File: src/rtl/matmul_sel_scheduler.sv
// matmul_sel_scheduler: sequencer for the N x N matrix multiplier datapath.
// Walks C = A x B row-major, driving the A/B operand mux selects, the MAC
// strobes (mac_en/mac_clr) and the C bank write port (c_we/c_addr).
// Ports:
//   clk, rst_n (async, active-low)   clock and reset
//   start                            request a multiply, sampled in IDLE
//   hold                             freeze sequencing (only with MMS_HOLD_EN)
//   sel_a, sel_b                     A-mux select i*N+k, B-mux select k*N+j
//   mac_en, mac_clr                  MAC accumulate / load-product strobes
//   c_we, c_addr                     C bank write strobe and address i*N+j
//   busy, done                       run in progress / one-cycle completion pulse
// Configuration: define MMS_HOLD_EN to add the hold port.
// Every output is a register computed from the current FSM state and indices,
// so each output beat appears one cycle after the state that produces it.

module matmul_sel_scheduler #(
    parameter int N     = 4,
    parameter int SEL_W = 4
) (
    input  logic             clk,
    input  logic             rst_n,
    input  logic             start,
`ifdef MMS_HOLD_EN
    input  logic             hold,
`endif
    output logic [SEL_W-1:0] sel_a,
    output logic [SEL_W-1:0] sel_b,
    output logic             mac_en,
    output logic             mac_clr,
    output logic             c_we,
    output logic [SEL_W-1:0] c_addr,
    output logic             busy,
    output logic             done
);

    typedef enum logic [1:0] {
        IDLE  = 2'd0,
        ACC   = 2'd1,
        WRITE = 2'd2,
        DONE  = 2'd3
    } state_t;

    localparam logic [SEL_W-1:0] DIM  = SEL_W'(N);
    localparam logic [SEL_W-1:0] LAST = SEL_W'(N - 1);

    state_t           state;
    state_t           state_nx;
    logic [SEL_W-1:0] i;
    logic [SEL_W-1:0] j;
    logic [SEL_W-1:0] k;
    logic [SEL_W-1:0] i_nx;
    logic [SEL_W-1:0] j_nx;
    logic [SEL_W-1:0] k_nx;

    logic [SEL_W-1:0] sel_a_nx;
    logic [SEL_W-1:0] sel_b_nx;
    logic [SEL_W-1:0] c_addr_nx;
    logic             mac_en_nx;
    logic             mac_clr_nx;
    logic             c_we_nx;
    logic             busy_nx;
    logic             done_nx;

    logic             stall;

`ifdef MMS_HOLD_EN
    assign stall = hold;
`else
    assign stall = 1'b0;
`endif

    always_ff @(posedge clk or negedge rst_n) begin
        if (!rst_n) begin
            state <= IDLE;
            i     <= '0;
            j     <= '0;
            k     <= '0;
        end else begin
            state <= state_nx;
            i     <= i_nx;
            j     <= j_nx;
            k     <= k_nx;
        end
    end

    always_ff @(posedge clk or negedge rst_n) begin
        if (!rst_n) begin
            sel_a   <= '0;
            sel_b   <= '0;
            c_addr  <= '0;
            mac_en  <= 1'b0;
            mac_clr <= 1'b0;
            c_we    <= 1'b0;
            busy    <= 1'b0;
            done    <= 1'b0;
        end else begin
            sel_a   <= sel_a_nx;
            sel_b   <= sel_b_nx;
            c_addr  <= c_addr_nx;
            mac_en  <= mac_en_nx;
            mac_clr <= mac_clr_nx;
            c_we    <= c_we_nx;
            busy    <= busy_nx;
            done    <= done_nx;
        end
    end

    always_comb begin
        state_nx   = state;
        i_nx       = i;
        j_nx       = j;
        k_nx       = k;
        sel_a_nx   = sel_a;
        sel_b_nx   = sel_b;
        c_addr_nx  = c_addr;
        mac_en_nx  = 1'b0;
        mac_clr_nx = 1'b0;
        c_we_nx    = 1'b0;
        busy_nx    = 1'b1;
        done_nx    = 1'b0;

        unique case (state)
            IDLE: begin
                busy_nx = 1'b0;
                if (start) begin
                    state_nx = ACC;
                    i_nx     = '0;
                    j_nx     = '0;
                    k_nx     = '0;
                    busy_nx  = 1'b1;
                end
            end

            ACC: begin
                // A stalled beat emits no strobes and keeps the selects.
                if (!stall) begin
                    mac_en_nx  = 1'b1;
                    mac_clr_nx = (k == '0);
                    sel_a_nx   = i * DIM + k;
                    sel_b_nx   = k * DIM + j;
                    if (k == LAST) begin
                        state_nx = WRITE;
                    end else begin
                        k_nx = k + 1'b1;
                    end
                end
            end

            WRITE: begin
                if (!stall) begin
                    c_we_nx   = 1'b1;
                    c_addr_nx = i * DIM + j;
                    k_nx      = '0;
                    if (i == LAST && j == LAST) begin
                        state_nx = DONE;
                    end else begin
                        state_nx = ACC;
                        if (j == LAST) begin
                            j_nx = '0;
                            i_nx = i + 1'b1;
                        end else begin
                            j_nx = j + 1'b1;
                        end
                    end
                end
            end

            DONE: begin
                done_nx  = 1'b1;
                state_nx = IDLE;
            end

            default: begin
                state_nx = IDLE;
                busy_nx  = 1'b0;
            end
        endcase
    end

endmodule

File: config.mk
export PLATFORM = sky130hd
export DESIGN_NAME = matmul_sel_scheduler
export DESIGN_NICKNAME = d
export VERILOG_FILES = /design/src/rtl/matmul_sel_scheduler.sv
export SDC_FILE = /design/constraint.sdc
export NUM_CORES = 1
export LEC_CHECK = 0
export ABC_CLOCK_PERIOD_IN_PS = 1400
export BUFFER_PORTS_ARGS = -buffer_cell sky130_fd_sc_hd__buf_2
export CORE_ASPECT_RATIO = 1.2
export CORE_MARGIN = 2
export CORE_UTILIZATION = 40
export DETAILED_ROUTE_END_ITERATION = 8
export HOLD_SLACK_MARGIN = 0.08
export SLEW_MARGIN = 30
export SYNTH_ARGS = -nofsm -noshare
export SYNTH_HDL_FRONTEND = slang
export SYNTH_SLANG_ARGS = --single-unit
export TNS_END_PERCENT = 5
File: constraint.sdc
create_clock -name clk -period 1.4 [get_ports clk]
set_input_delay 0.28 -clock clk [delete_from_list [all_inputs] [get_ports clk]]
set_output_delay 0.28 -clock clk [all_outputs]
set_load 0.03 [all_outputs]
==> metrics.txt <==
FP Rows 24; top cells by area, synth dfrtp_1 53%, ha_1 6.0%, nand2_1 4.6%, o21ai_0 3.4%, mux2_2 3.1%; Most used DFF post-synth dfrtp_1; grt ovf 0; ANT nets after route 0; via count 1,153; worst hold path type primary input to flop; Post-Syn Nets 149; Clock power frac 18.0%; peak supply drop 848 µV; Crit-path slowest cell or3b_4; CP Capture Type flop; Reg area 779 µm²; met3 wire length 110 µm; Setup crit start i[0]; sw frac 40.8%; fin crit share 98.4%; leak pwr 0.934 nW; ys async rst share 100%; routed wl met2 1660 µm; area taken by multi-input logic gates 649 µm²; WL final 3060 µm; Worst Hold End busy; Slew Viols, Final 0; outcome finished clean; clock buffer count from CTS 5; final hold vios 0; Total GRT Usage 17.6%; quantity of I/O buffers inserted on ports 19; n_diodes 0; routed metal-1 wirelength 1220 µm; Worst Path Arrival 1.52 ns; Synth Cell Area 0.00146 mm²; Sequential Power Share 36.2%; headroom to the max-slew limit 70.6%; Die ar. 0.00415 mm²; crit-path max cell delay 0.41 ns; Syn Inst Count 139; RSZ-0062 raised after global routing yes; setup violators final 0; CP required 1.54 ns; Syn. warnings 0; power share of the combinational group 45.9%; Post-synth EDFFs 0; TNS Setup 0 ns; hold depth 2; H-tree Lvls 2; Reg-to-Reg Start i[0]; Cell Chain, Critical Path ha_2 > or3b_4 > a31oi_1 > a31oi_1; CTS tree done; R2R Path End i[0]; Starting Density 40.9%; final cell count without fillers 221; chip width 59.2 µm; pre-CTS setup slack -0.0780 ns; clk_skew 0.00848 ns; fill count 314; Yosys top cell by area dfrtp_1; Slew @ Worst Pin 0.439 ns; HPWL after DPL 2280 µm; first-pass GRT wire length 5340 µm; Synth Register Bits 31; Worst path most repeated cell a31oi_1; Starting DRT DRC Count 27; max-cap viol count 0; First-pass DRT Iterations 4; Clock Latency Late Sink 0.28 ns; Worst Path Max Fanout 4; antenna violations before repair 0; total core area 0.00357 mm²; largest net degree at the start of global routing 32; synth unique cells 30; area grow syn2layout 28.3%; CP Launch Type flop; Mean Syn Cell Area 10.5 µm²; R2R cell count 4; Root Driver clkbuf_8; Hold Crit Start start; vias per cell 5.22; Synth top area share 53.1%; vias in the first global route 1,183; share of cells above drive strength 1 34.6%; minimum clock period after layout 1.38 ns; final net count 191; Switch Pwr 1.52 mW; worst setup path category flop to flop; final worst slack 0.0227 ns; clk buf depth 2; pwr dens 1980 mW/mm²; Seq/Total Area, Yosys 53.1%; Max Freq 0.726 GHz; internal power 2.20 mW; DR DRC count 0; routed length per instance 13.8 µm; I/O pins 20; max layer used met4; die extent in y 70.2 µm; Cells after DPL 210; Worst-path clk slew 0.07 ns; GPL Wtd Cong 0.830; slack of the worst reg-to-reg path 0.02 ns; Sink Count 31
==> flip-flops by register name, indices dropped and copies added, names as in the netlist <==
signal	cells
c_addr	4
i	4
j	4
k	4
sel_a	4
sel_b	4
state	2
busy	1
c_we	1
done	1
mac_clr	1
mac_en	1
==> synth_stat cells, types with 3 or more instances <==
cell type   n
a31oi_1     6
inv_1       9
nand2_1    18
nand3_1     8
o21ai_0    10
o21ai_1     4
o211ai_2    3
dfrtp_1    31
ha_1        7
mux2_2      4
buf_2       5
a21oi_1     5
nand4_1     3
xnor2_1     4
==> worst max path at each step <==
| stage | cells after the start | endpoint | slack (ns) |
|---|---|---|---|
| 2_1_floorplan | 5 | i[0] | -0.006 |
| 3_3_place_gp | 4 | i[3] | -0.03 |
| 3_5_place_dp | 4 | i[0] | -0.08 |
| 4_1_cts | 4 | i[0] | 0.01 |
| 5_1_grt | 4 | i[0] | -0.03 |
| 6_report | 4 | i[0] | 0.02 |
==> critical path: cells and delay by family, from the launching register on <==
kind / cells / cell delay, ns
DFF: 1 / 0.39
and+or+nand+nor: 1 / 0.41
adders and majority gates: 1 / 0.20
AOI/OAI and AO/OA: 2 / 0.23
==> cells by family after synthesis <==
kind of cell    share of synthesized area (%)
mux                                      3.08
fa+ha+maj                                6.00
buf+inv                                  4.03
flops                                    53.1
compound gates                           13.1
xor+xnor                                 3.60
simple gates                             17.1
==> layout by cell type (no fill, tap or decap), drive strengths merged <==
cell / n
nor2: 2
or3b: 3
mux2: 4
nand2b: 1
o211ai: 4
clkinv: 1
a21oi: 5
nand4: 3
o21ai: 14
o22ai: 1
xnor2: 4
nor3b: 3
and2: 1
nand3: 8
clkbuf: 7
buf: 39
xor2: 2
dfrtp: 31
and3: 1
inv: 9
or3: 2
a31oi: 6
nand4b: 1
ha: 7
nand2: 18
o21bai: 1
nor4b: 1
nor2b: 2
dlygate4sd3: 1
==> power groups by stage <==
| stage | combinational (mW) | sequential [mW] | clock [mW] |
|---|---|---|---|
| 3_3_place_gp | 1.64 | 1.35 | 0 |
| 3_5_place_dp | 1.66 | 1.37 | 0 |
| 5_1_grt | 1.89 | 1.38 | 0.735 |
| 6_report | 1.70 | 1.34 | 0.668 |
| 2_1_floorplan | 0.659 | 1.74 | 0 |
| 4_1_cts | 1.70 | 1.35 | 0.694 |
==> area by class of cell <==
type / count / share of cell area (%)
Clock buffer: 7 / 4.07
Clock inverter: 1 / 0.267
Inverter: 9 / 1.80
Multi-Input combinational cell: 94 / 34.7
Sequential cell: 31 / 41.6
Tap cell: 39 / 2.61
Timing Repair Buffer: 40 / 15.0
==> through the flow <==
step | hold slack, ns | total power [mW] | area [µm²] | util [%]
global placement | 0.246 | 2.99 | 1750 | 48.9
detailed placement | 0.246 | 3.03 | 1750 | 48.9
finish | 0.217 | 3.71 | 1870 | 52.4
global route | 0.229 | 4.01 | 1870 | 52.4
floorplan | -0.0156 | 2.40 | 1480 | -
CTS | 0.206 | 3.74 | 1850 | 51.8
==> metal layers <==
layer | vias to the layer above | track usage, %
met1 | 556 | 19.0
li1 | 570 | -
met4 | 0 | 9.34
met3 | 7 | 5.93
met5 | - | 0
met2 | 20 | 29.4
==> timing repair <==
item                                    in CTS  in global routing
endpoints found under the hold margin       31                  0
resized for setup                            2                  4
endpoints found under the setup margin       6                  6
setup buffers                                1                  1
hold buffers                                 1                  0
pin swaps                                    1                  4
Note: power is estimated with default switching activity, not from simulation.
